[src/rtl/conv_accumulator_pkg.sv]
// Shared processing-domain definitions for the D3 multiply stage and the
// convolution accumulator.
package conv_accumulator_pkg;

    localparam int D3_MULT_N = 25;
    localparam int D3_PROD_W = 32;

    typedef enum logic {
        IDLE  = 1'b0,
        ACCUM = 1'b1
    } state_e;

endpackage

[src/rtl/conv_round_sat.sv]
// Round-half-up, right shift and unsigned saturation of one accumulated
// sum, registered once.
module conv_round_sat #(
    parameter int ACC_W = 37,
    parameter int SHIFT = 5,
    parameter int OUT_W = 32
) (
    input  logic             clkf,
    input  logic             rst,
    input  logic             valid_i,
    input  logic [ACC_W-1:0] acc_i,
    output logic [OUT_W-1:0] sum_o,
    output logic             sat_o
);

    localparam int RW = ACC_W + 1;

    logic [RW-1:0]    half;
    logic [RW-1:0]    r;
    logic             ovf;
    logic [OUT_W-1:0] sum_d;
    logic [OUT_W-1:0] sum_q;
    logic             sat_q;

    generate
        if (SHIFT > 0) begin : g_rnd
            assign half = RW'(1) << (SHIFT - 1);
        end else begin : g_nornd
            assign half = '0;
        end
    endgenerate

    // One guard bit above the accumulator so the rounding add cannot wrap.
    assign r     = ({1'b0, acc_i} + half) >> SHIFT;
    assign ovf   = |r[RW-1:OUT_W];
    assign sum_d = ovf ? '1 : r[OUT_W-1:0];

    always_ff @(posedge clkf) begin
        if (rst) begin
            sum_q <= '0;
            sat_q <= 1'b0;
        end else if (valid_i) begin
            sum_q <= sum_d;
            sat_q <= ovf;
        end
    end

    assign sum_o = sum_q;
    assign sat_o = sat_q;

endmodule

[src/rtl/conv_accumulator.sv]
// Per-window accumulation of A/B product terms with a shared control path
// feeding two independent round/saturate output stages.
module conv_accumulator
    import conv_accumulator_pkg::*;
#(
    parameter int MULT_N = D3_MULT_N,
    parameter int IN_W   = D3_PROD_W,
    parameter int SHIFT  = 5,
    parameter int OUT_W  = 32,
    localparam int ACC_W = IN_W + $clog2(MULT_N),
    localparam int CNT_W = $clog2(MULT_N + 1)
) (
    input  logic             clkf,
    input  logic             rst,
    input  logic             prod_valid,
    input  logic             prod_first,
    input  logic [IN_W-1:0]  DATA_IN_A,
    input  logic [IN_W-1:0]  DATA_IN_B,
    output logic [OUT_W-1:0] SUM_A,
    output logic [OUT_W-1:0] SUM_B,
    output logic             sum_valid,
    output logic             sat_a,
    output logic             sat_b,
    output logic             win_err,
    output logic             busy
);

    state_e           state_q, state_d;
    logic [CNT_W-1:0] cnt_q, cnt_d;
    logic [ACC_W-1:0] acc_a_q, acc_a_d;
    logic [ACC_W-1:0] acc_b_q, acc_b_d;
    logic             done_q, done_d;
    logic             err_q, err_d;
    logic             sv_q;

    always_comb begin
        state_d = state_q;
        cnt_d   = cnt_q;
        acc_a_d = acc_a_q;
        acc_b_d = acc_b_q;
        done_d  = 1'b0;
        err_d   = 1'b0;
        if (prod_valid) begin
            unique case (state_q)
                IDLE: begin
                    if (prod_first) begin
                        acc_a_d = ACC_W'(DATA_IN_A);
                        acc_b_d = ACC_W'(DATA_IN_B);
                        cnt_d   = CNT_W'(1);
                        state_d = ACCUM;
                    end else begin
                        err_d = 1'b1;
                    end
                end
                ACCUM: begin
                    if (prod_first) begin
                        // Aborted window: this term opens the next one.
                        err_d   = 1'b1;
                        acc_a_d = ACC_W'(DATA_IN_A);
                        acc_b_d = ACC_W'(DATA_IN_B);
                        cnt_d   = CNT_W'(1);
                    end else begin
                        acc_a_d = acc_a_q + ACC_W'(DATA_IN_A);
                        acc_b_d = acc_b_q + ACC_W'(DATA_IN_B);
                        if (cnt_q == CNT_W'(MULT_N - 1)) begin
                            cnt_d   = '0;
                            done_d  = 1'b1;
                            state_d = IDLE;
                        end else begin
                            cnt_d = cnt_q + CNT_W'(1);
                        end
                    end
                end
                default: state_d = IDLE;
            endcase
        end
    end

    always_ff @(posedge clkf) begin
        if (rst) begin
            state_q <= IDLE;
            cnt_q   <= '0;
            acc_a_q <= '0;
            acc_b_q <= '0;
            done_q  <= 1'b0;
            err_q   <= 1'b0;
            sv_q    <= 1'b0;
        end else begin
            state_q <= state_d;
            cnt_q   <= cnt_d;
            acc_a_q <= acc_a_d;
            acc_b_q <= acc_b_d;
            done_q  <= done_d;
            err_q   <= err_d;
            sv_q    <= done_q;
        end
    end

    // Output stage samples the finished sum before the next window overwrites it.
    conv_round_sat #(
        .ACC_W (ACC_W),
        .SHIFT (SHIFT),
        .OUT_W (OUT_W)
    ) u_rs_a (
        .clkf    (clkf),
        .rst     (rst),
        .valid_i (done_q),
        .acc_i   (acc_a_q),
        .sum_o   (SUM_A),
        .sat_o   (sat_a)
    );

    conv_round_sat #(
        .ACC_W (ACC_W),
        .SHIFT (SHIFT),
        .OUT_W (OUT_W)
    ) u_rs_b (
        .clkf    (clkf),
        .rst     (rst),
        .valid_i (done_q),
        .acc_i   (acc_b_q),
        .sum_o   (SUM_B),
        .sat_o   (sat_b)
    );

    assign sum_valid = sv_q;
    assign win_err   = err_q;
    assign busy      = (state_q == ACCUM);

endmodule
[config.mk]
export PLATFORM = sky130hd
export DESIGN_NAME = conv_accumulator
export DESIGN_NICKNAME = d
export VERILOG_FILES = /design/src/rtl/conv_accumulator_pkg.sv /design/src/rtl/conv_round_sat.sv /design/src/rtl/conv_accumulator.sv
export SDC_FILE = /design/constraint.sdc
export NUM_CORES = 1
export LEC_CHECK = 0
export CAP_MARGIN = 20
export CORE_MARGIN = 5
export CORE_UTILIZATION = 56
export DETAILED_ROUTE_END_ITERATION = 7
export PLACE_DENSITY = 0.84
export SLEW_MARGIN = 20
export SYNTH_ARGS = -nofsm -noshare
export SYNTH_HDL_FRONTEND = slang
export SYNTH_SLANG_ARGS = --single-unit
[constraint.sdc]
create_clock -name clkf -period 4.3 [get_ports clkf]
set_input_delay 0.86 -clock clkf [delete_from_list [all_inputs] [get_ports clkf]]
set_output_delay 0.86 -clock clkf [all_outputs]
set_load 0.02 [all_outputs]
* Word-level counts from Yosys, hierarchy flattened
Cells that the tools add are included.
** Storage, ports and cells
- Bits in registers :: 149
- Memories :: 0
- RAM bits :: 0
- ROM bits :: 0
- Bits in latches :: 0
- Output and inout port bits :: 69
** Cells by class
- Add/subtract/negate cells :: 5
- Mux-type cells :: 19
- $lt $le $gt $ge :: 0
- Bitwise logic cells :: 2
- Reduce and logical (&&, ||, !) cells :: 3
- Divide/modulo/power cells :: 0
- Eq/ne operators :: 2
- Multipliers :: 0
- Shifts and indexed selects :: 0
** Operator list (number)
- $mux W37 :: 4
- $pmux W37 S2 :: 2
- $add A37 B5 Y38 const B :: 2
- $add A37 B32 Y37 :: 2
- $mux W32 :: 2
- $mux W5 :: 3
- $pmux W5 S2 :: 1
- $add A5 B1 Y5 const B :: 1
- $eq A5 B5 Y1 const B :: 1
- $mux W1 :: 5
- $pmux W1 S2 :: 2
- $reduce_or A4 Y1 :: 1
- $ne A2 B2 Y1 const B :: 1
- $not A1 Y1 :: 2
- $reduce_and A2 Y1 :: 1
- $reduce_or A2 Y1 :: 1

* Logic depth before layout (Yosys ltp)
Gate-level depths: netlist of run 1.
- Word-level depth :: 4
- Mapped depth :: 12
- Mapped depth without buffers :: 12

* By module
A second synthesis of run 1 with hierarchy kept.
** Unflattened totals
- Cell total of the unflattened synthesis :: 1323
- Area, all modules :: 10827.9 µm²
** Modules (own cells, without submodules)
- conv_accumulator :: cells each 897, area each 6796.5 µm², instances 1, sequential area each 1661.6 µm²
- conv_round_sat :: cells each 213, area each 2015.7 µm², instances 2, sequential area each 660.6 µm²

* Least setup slack after synthesis of run 1
Ideal clock, no wire load.
- Path type :: input port to flip-flop
- Start point :: input port DATA_IN_B[0]
- End point :: register acc_b_q[28]
- Cell stages on the path :: 12
- Buffers on the path :: 0
- Arrival :: 3292 ps
- Setup slack :: 880 ps
- Cells stage by stage :: ha_1 > fa_1 > a211o_1 > a211o_1 > a211oi_2 > o21ai_2 > a31oi_4 > o31a_4 > o21ai_2 > xor2_1 > a222oi_1 > nor2_1
** Between the ends
- Cells in the longest elaborated chain, start to end :: 3
** RTL lines
- start, declared :: line conv_accumulator.sv:18 : input logic [IN_W-1:0] DATA_IN_B,
- $add A37 B32 Y37 :: line conv_accumulator.sv:64 : acc_b_d = acc_b_q + ACC_W'(DATA_IN_B);
- $mux W37 :: line conv_accumulator.sv:56 : if (prod_first) begin
- $pmux W37 S2 :: line conv_accumulator.sv:44 : unique case (state_q)
- end signal, assigned :: line conv_accumulator.sv:84 : acc_b_q <= '0;
- end signal, assigned :: line conv_accumulator.sv:92 : acc_b_q <= acc_b_d;
- end, declared :: line conv_accumulator.sv:31 : logic [ACC_W-1:0] acc_b_q, acc_b_d;
Every way passes these cells.
A chain may end at the register's enable or synchronous reset.

* Worst setup path after layout of run 1
Ends and elaborated chain as after synthesis.

==> results.cfg, run 1 <==
[power_and_ir_drop]
p_total_mw = 3.89
leakage_nw = 4.64
p_per_area_nw_per_um2 = 321
irDropWorstVdd_mv = 0.298

[grt]
grt_pass1_vias = 9414
grt_max_degree = 72
antenna_found_initial = 0
grt_usage = 0.261
grt_overflow_total = 0
grt_pass1_wl_mm = 44.9

[timing]
setup_viol = 0
hold_violations = 0
final_max_slew_viol_count = 0
worstMarginPinSlew_ns = 0.985
min_period_ns = 3.63
layout_worst_path_cycle_share = 0.845
worst_slew_margin_rel = 0.343
fin_setup_tns_ns = 0
rsz0062_at_grt = false
final.setup_skew_ns = 0.0146
setup_slack_ns = 0.667
fmax_mhz = 275

[worst_setup_path]
start_kind = primary input
required_ns = 4.60
arrival_ns = 3.93
r2r_slack_ns = 1.26
reg2regPathDepth = 12
worstSetupPathType = in -> reg
cp-end-kind = flip-flop
crit_end = acc_b_q[28]$_SDFFE_PP0P_
critPathMaxFanout = 4
reg2reg_to = acc_b_q[28]$_SDFFE_PP0P_
crit_start = DATA_IN_B[0]
rr_startpoint = acc_b_q[0]$_SDFFE_PP0P_

[synthesis]
ys_seq_elements = 149
synth_edf_count = 0
synth_async_sr_flop_share = 0
synthTopCellsByArea = dfxtp_1 30%, ha_1 8.6%, nor2_1 6.4%, a211oi_1 5.7%, xor2_1 5.7%
syn_area_um2 = 10100
syn_area_per_cell_um2 = 7.76
yosys.area.top_type = dfxtp_1
syn-num-nets = 1436
yosysTopAreaCellShare = 0.296
synthCells = 1297
ys_seq_area_frac = 0.296
ys.flop_type = dfxtp_1
ys_warn_count = 0
synth_cell_types = 67

[drt]
drt_iter0_drc = 721
dr_total_vias = 9848
wl_per_cell_um = 16.7
ant_nets = 0
drc = 0
routed_via_density = 6.04
firstDrtPassIters = 5
wl_mm = 27.2

[cts]
clk_pin_slew_ns = 0.06
cts_resized = 0
cts-buffers-inserted = 17
cts_tree = done
clkLatencyLatePin_ns = 0.43
cts.sinks = 149
root_buffer = clkbuf_16
htreeDepth = 4
cts_setup_buffers = 0
postCtsHoldBufs = 0
clockBufferDepth = 2

[cells_and_area]
final_common_cell = nor2_1
area_growth_pct = 20.6
drive_above_1_share = 0.0449
layout.nets = 1530
mostFrequentLayoutCells = 169 x nor2_1, 148 x dfxtp_1, 143 x nand2_1, 135 x clkdlybuf4s50_1, 93 x a21oi_1
antenna_cells = 0

[floorplan]
die_w_um = 144
dieArea_um2 = 20800
core_area_um2 = 17800
die_h_um = 144
pin_count = 137
rows = 49
initial_utilization = 0.564

[placement]
port_buffers = 136
pre_cts_ws_ns = 0.234
gp_congestion = 0.939
place_hpwl_mm = 19.8

[hold_path]
min_path_type = reg -> reg

[run]
max_cap_violations = 0

[run_status]
status = completed
registers in the layout, summed over array words and instances, names as in the netlist:
name,flops
u_rs_a.sat_o,1
win_err,1
busy,1
acc_a_q,37
u_rs_a.sum_o,32
done_q,1
cnt_q,5
u_rs_b.sat_o,1
sum_valid,1
acc_b_q,37
u_rs_b.sum_o,32
per-stage QoR:
step	cell area, µm²	hold WS (ns)	util	std cells
6_report	12100	0.478	0.680	1631
5_1_grt	12100	0.494	0.680	1631
4_1_cts	12100	0.475	0.680	1631
3_5_place_dp	11500	0.467	0.647	1601
3_3_place_gp	11500	0.442	0.647	1601
2_1_floorplan	10100	0.436	-	1297
critical path, stage by stage:
cell             delay [ns]
clkdlybuf4s50_1        0.43
ha_1                   0.25
fa_1                   0.43
a211o_1                0.29
a211o_1                0.28
a211oi_2               0.26
o21ai_2                0.16
a31oi_4                0.21
o31a_4                 0.19
o21ai_2                0.07
xor2_1                 0.14
a222oi_1               0.30
nor2_1                 0.06
power breakdown:
part / switching [mW] / internal, mW
logic: 0.481 / 0.365
clock network: 0.591 / 0.953
registers: 0.0733 / 1.43
area by class of cell:
type,instances,area (µm²)
multi-input combinational,1049,6720
fill,1447,5700
sequential,149,2980
timing repair buffer,150,1460
clock buffer,22,474
tap,229,287
clock inverter,8,124
inverter,24,90.1
worst min-delay path by stage:
| stage | from | to | slack (ns) | depth (start not counted) |
|---|---|---|---|---|
| 3_3_place_gp | acc_a_q[2]$_SDFFE_PP0P_ | acc_a_q[2]$_SDFFE_PP0P_ | 0.44 | 2 |
| 5_1_grt | acc_a_q[2]$_SDFFE_PP0P_ | acc_a_q[2]$_SDFFE_PP0P_ | 0.49 | 2 |
| 4_1_cts | acc_a_q[2]$_SDFFE_PP0P_ | acc_a_q[2]$_SDFFE_PP0P_ | 0.47 | 2 |
| 2_1_floorplan | acc_a_q[2]$_SDFFE_PP0P_ | acc_a_q[2]$_SDFFE_PP0P_ | 0.44 | 2 |
| 3_5_place_dp | acc_a_q[2]$_SDFFE_PP0P_ | acc_a_q[2]$_SDFFE_PP0P_ | 0.47 | 2 |
| 6_report | u_rs_b.sum_o[4]$_SDFFE_PP0P_ | u_rs_b.sum_o[4]$_SDFFE_PP0P_ | 0.48 | 2 |
cells by family (layout without fill, tap and decap cells):
kind of cell | count (synthesis) | count (layout) | share of synthesized area
muxes | 5 | 5 | 0.00522
and+or+nand+nor | 474 | 474 | 0.210
adders and majority gates | 71 | 71 | 0.0898
buffers and inverters | 99 | 204 | 0.0375
DFF | 149 | 149 | 0.296
AOI/OAI and AO/OA | 387 | 387 | 0.264
xor gates and xnor gates | 112 | 112 | 0.0975
Yosys cell counts (13+ instances only):
cell      instances
xor2_1           65
a21o_1           38
nand4_1          22
ha_1             69
nand3_1          48
nand2_1         144
inv_1            24
dfxtp_1         149
a311oi_1         30
clkbuf_1         61
a21oi_1          93
nor2_1          171
a211oi_1         76
nor3_1           20
xnor2_1          47
o21bai_1         13
and3_1           22
o21ai_0          48
routing by layer:
layer	share of wire	GRT usage	wire (µm)	vias up
met3	0.062	0.0503	1690	36
met1	0.44	0.338	12100	4583
li1	-	-	-	4893
met5	0	0	0	-
met2	0.48	0.445	13000	336
met4	0.015	0.0753	396	0
Power figures use the tool's default switching activity.
==> run 2: changes to the inputs <==
Settings changed: CORE_UTILIZATION 56 to 51, PLACE_DENSITY 0.84 to 0.81.
Clock period 4.3 ns to 3.3 ns, I/O delays scaled along.
==> results.cfg, run 2 (same netlist as run 1, synthesis figures left out) <==
[run]
max_cap_violations = 0

[grt]
antenna_found_initial = 0
grt_pass1_vias = 9879
grt_max_degree = 114
grt_usage = 0.256
grt_pass1_wl_mm = 47.8
grt_overflow_total = 0

[cts]
clkLatencyLatePin_ns = 0.43
htreeDepth = 4
cts-buffers-inserted = 17
clk_pin_slew_ns = 0.07
root_buffer = clkbuf_16
clockBufferDepth = 2
cts.sinks = 149
cts_tree = done
postCtsHoldBufs = 0

[floorplan]
die_w_um = 150
die_h_um = 150
rows = 51
dieArea_um2 = 22600
initial_utilization = 0.517
core_area_um2 = 19500
pin_count = 137

[cells_and_area]
final_common_cell = nor2_1
mostFrequentLayoutCells = 169 x nor2_1, 148 x dfxtp_1, 143 x nand2_1, 134 x clkdlybuf4s50_1, 122 x buf_4
layout.nets = 1638
final_area_um2 = 13100
antenna_cells = 0
utilization = 0.671
drive_above_1_share = 0.122
fillCellCount = 1652
reg_top3 = acc_a_q: 37 flops, acc_b_q: 37 flops
area_growth_pct = 29.7

[drt]
firstDrtPassIters = 5
dr_wl_met2_mm = 13.9
route.met3.wl_mm = 1.84
routed_via_density = 5.85
drc = 0
wl_per_cell_um = 16.5
drt-met1-wl_mm = 13.0
dr.max_layer_used = met4
dr_total_vias = 10400
ant_nets = 0
wl_mm = 29.4
drt_iter0_drc = 715

[timing]
hold_violations = 0
final_max_slew_viol_count = 0
rsz0062_at_grt = true
worst_slew_margin_rel = 0.564
fmax_mhz = 319
min_period_ns = 3.14
setup_slack_ns = 0.163
layout_worst_path_cycle_share = 0.950
worstMarginPinSlew_ns = 0.648
setup_viol = 0
final.setup_skew_ns = 0.0101

[worst_setup_path]
worstPathCellList = dlygate4sd2_1 -> ha_2 -> fa_2 -> a211o_1 -> a211o_1 -> a211oi_4 -> o21ai_2 -> a41oi_2 -> a21oi_1 -> a211oi_2 -> xor2_1 -> a211oi_1
worstSetupPathType = in -> reg
slowest_delay_ns = 0.39
arrival_ns = 3.49
critPathMaxFanout = 4
critPathBufInv = 1
crit_slowest_cell = fa_2
cpLargestDelayFamily = compound AO/OA/AOI/OAI gates
path_common_cell = a211o_1
r2r_slack_ns = 0.33
start_kind = primary input
required_ns = 3.65
cp-end-kind = flip-flop

[power_and_ir_drop]
irDropWorstVdd_mv = 0.357
p_per_area_nw_per_um2 = 405
p_total_mw = 5.29
leakage_nw = 5.17

[placement]
place_hpwl_mm = 21.8
gp_congestion = 0.935
port_buffers = 136
pre_cts_ws_ns = -0.604
postPlaceCellArea_um2 = 12400

[run_status]
status = completed

[hold_path]
min_path_type = reg -> reg
-- run 2: changes by cell type in the layout (fill, tap and decap cells not counted), sizes merged --
cell	before	now
bufinv	3	2
clkbuf	22	17
inv	25	32
dlygate4sd2	0	1
clkdlybuf4s50	135	134
buf	15	123
clkinvlp	2	3
-- run 2: path summary, 6_finish.rpt --
path / startpoint / end / cells after the start
max: DATA_IN_B[0] / acc_b_q[30]$_SDFFE_PP0P_ / 12
min: acc_a_q[2]$_SDFFE_PP0P_ / acc_a_q[2]$_SDFFE_PP0P_ / 2
max reg2reg: acc_b_q[0]$_SDFFE_PP0P_ / acc_b_q[30]$_SDFFE_PP0P_ / 11
min reg2reg: acc_a_q[2]$_SDFFE_PP0P_ / acc_a_q[2]$_SDFFE_PP0P_ / 2
-- run 2: what timing repair did --
action	in CTS	in global routing
setup buffers	4	1
endpoints found under the setup margin	3	10
pin swaps	8	2
cloned	0	0
resized for setup	3	8
-- run 2: per-stage QoR --
stage	setup TNS [ns]	hold slack [ns]	instances
6_report	0	0.461	1777
5_1_grt	-0.0424	0.479	1777
4_1_cts	0	0.462	1776
3_5_place_dp	-8.56	0.454	1740
3_3_place_gp	-6.22	0.446	1740
2_1_floorplan	0	0.436	1297
-- run 2: where the power goes --
group	internal [mW]	switching (mW)
clock network	1.14	0.870
registers	1.86	0.0917
logic	0.632	0.696
-- run 2: worst min-delay path: cells and delay by family, from the launching register on --
kind	cells	cell delay, ns
DFF	1	0.31
and+or+nand+nor	1	0.05
AOI/OAI and AO/OA	1	0.05
-- run 2: layer usage --
metal  track usage  vias up
met2         0.431      341
met5             0        -
met4        0.0782        0
li1              -     5108
met3        0.0406       59
met1         0.338     4890
-- run 2: final cells by class --
| cell class | instances | area, µm² | share of cell area |
|---|---|---|---|
| clock buffers | 17 | 425 | 0.0326 |
| flip-flops and latches | 149 | 2980 | 0.229 |
| multi-input cells | 1049 | 6770 | 0.519 |
| repair buffers | 258 | 2290 | 0.175 |
| clock inverters | 15 | 168 | 0.0128 |
| inverters | 24 | 90.1 | 0.00690 |
| well taps | 265 | 332 | 0.0254 |
==> run 3: changes to the inputs <==
Settings changed: CORE_UTILIZATION 51 to 61, PLACE_DENSITY 0.81 to 0.9.
Clock period 3.3 ns to 3.8 ns, I/O delays scaled along.
==> results.cfg, run 3 (same netlist as run 1, synthesis figures left out) <==
[worst_setup_path]
critPathBufInv = 1
start_kind = primary input
required_ns = 4.15
arrival_ns = 3.79
slowest_delay_ns = 0.43
reg2reg_to = acc_b_q[25]$_SDFFE_PP0P_
r2r_slack_ns = 0.78
reg2regPathDepth = 11
rr_startpoint = acc_b_q[6]$_SDFFE_PP0P_
critPathMaxFanout = 4
cp-end-kind = flip-flop
worstPathCellList = clkdlybuf4s50_1 -> ha_1 -> fa_1 -> a211o_1 -> a211o_1 -> a211oi_2 -> o21ai_2 -> a41oi_2 -> a21oi_1 -> a211oi_2 -> xor2_1 -> a211oi_1
cpLargestDelayFamily = compound AO/OA/AOI/OAI gates
worstSetupPathType = in -> reg
crit_slowest_cell = fa_1

[drt]
routed_via_density = 6.19
wl_per_cell_um = 16.9
dr_total_vias = 10100
drc = 0
firstDrtPassIters = 5
wl_mm = 27.7
drt_iter0_drc = 942
ant_nets = 0

[cts]
clk_pin_slew_ns = 0.06
cts.sinks = 149
clkLatencyLatePin_ns = 0.43
htreeDepth = 4
postCtsHoldBufs = 0
cts-buffers-inserted = 17
root_buffer = clkbuf_16
clockBufferDepth = 2
cts_setup_buffers = 0
cts_tree = done
cts_resized = 0

[timing]
layout_worst_path_cycle_share = 0.906
setup_slack_ns = 0.357
final.setup_skew_ns = 0.0119
setup_viol = 0
worst_slew_margin_rel = 0.274
fmax_mhz = 290
rsz0062_at_grt = false
final_max_slew_viol_count = 0
min_period_ns = 3.44
hold_violations = 0
worstMarginPinSlew_ns = 1.09

[placement]
post-place-cells = 1606
port_buffers = 136
place_hpwl_mm = 20.3
pre_cts_ws_ns = -0.0453
gp_congestion = 0.929

[run_status]
status = completed

[floorplan]
core_area_um2 = 16400
dieArea_um2 = 19200
initial_utilization = 0.613
rows = 47
die_h_um = 138
pin_count = 137
die_w_um = 138

[grt]
grt_pass1_vias = 9675
grt_overflow_total = 0
grt_pass1_wl_mm = 46.3
grt_usage = 0.285
grt_max_degree = 110
antenna_found_initial = 0

[cells_and_area]
antenna_cells = 0
reg_top3 = acc_a_q: 37 flops, acc_b_q: 37 flops
final_common_cell = nor2_1
mostFrequentLayoutCells = 169 x nor2_1, 148 x dfxtp_1, 143 x nand2_1, 135 x clkdlybuf4s50_1, 93 x a21oi_1
fin_cells = 1638
drive_above_1_share = 0.0571
layout.nets = 1544
area_growth_pct = 21.8

[power_and_ir_drop]
switching_share = 0.307
sequentialPowerShare = 0.388
leakage_nw = 4.72
irDropWorstVdd_mv = 0.303
p_per_area_nw_per_um2 = 358
switchingPower_mw = 1.35
clkPwrFrac = 0.386
internal_power_mw = 3.05
power.share.combinational = 0.226

[hold_path]
holdPathStages = 2
min_path_type = reg -> reg
min-delay-start = acc_b_q[2]$_SDFFE_PP0P_
min_to = acc_b_q[2]$_SDFFE_PP0P_

[run]
max_cap_violations = 0
-- run 3: cell types whose count changed in the layout (fill, tap and decap cells not counted), moves of 2 or more --
cell	delta
clkinv_4	+5
inv_8	-2
clkinvlp_4	-2
inv_6	-3
buf_4	-95
-- run 3: layout make-up --
| class | instances | area, µm² |
|---|---|---|
| Fill cell | 1232 | 4150 |
| Clock inverter | 13 | 148 |
| Clock buffer | 19 | 443 |
| Timing Repair Buffer | 164 | 1590 |
| Sequential cell | 149 | 2980 |
| Tap cell | 220 | 275 |
| Inverter | 24 | 90.1 |
| Multi-Input combinational cell | 1049 | 6720 |
-- run 3: worst max-delay path by stage --
stage | from | end | slack [ns] | cells past startpoint
floorplan | DATA_IN_B[0] | acc_b_q[28]$_SDFFE_PP0P_ | 0.48 | 12
global placement | DATA_IN_B[0] | acc_b_q[30]$_SDFFE_PP0P_ | 0.0001 | 12
detailed placement | DATA_IN_B[0] | acc_b_q[30]$_SDFFE_PP0P_ | -0.05 | 12
CTS | DATA_IN_B[0] | acc_b_q[30]$_SDFFE_PP0P_ | 0.36 | 12
global route | DATA_IN_B[0] | acc_b_q[30]$_SDFFE_PP0P_ | 0.1 | 12
finish | DATA_IN_B[0] | acc_b_q[30]$_SDFFE_PP0P_ | 0.36 | 12
-- run 3: worst min-delay path, delay by kind of cell (launching register included) --
family           cells  cell delay [ns]
AO/OA/AOI/OAI        1             0.05
AND/OR/NAND/NOR      1             0.06
flip-flops           1             0.32
-- run 3: through the flow --
step                hold WS, ns  cell area [µm²]  power [mW]   util  TNS, ns
floorplan                 0.436            10100        2.40      -        0
global placement          0.444            11700        2.67  0.711        0
detailed placement        0.458            11700        2.70  0.711   -0.128
CTS                       0.468            12300        4.39  0.747        0
global route              0.490            12300        4.59  0.747        0
finish                    0.470            12300        4.39  0.747        0
-- run 3: power groups by stage --
stage	clock (mW)	combinational, mW	sequential [mW]
final	1.69	0.994	1.70
after global routing	1.79	1.09	1.71
after CTS	1.71	0.977	1.70
after detailed placement	0	0.964	1.73
after global placement	0	0.945	1.73
after floorplan	0	0.695	1.71
-- run 3: layer usage --
layer | wire length, µm | vias to the layer above | GRT usage
li1 | - | 4931 | -
met5 | 0 | - | 0
met2 | 13500 | 421 | 0.494
met1 | 11500 | 4719 | 0.351
met3 | 1950 | 67 | 0.0559
met4 | 767 | 0 | 0.102
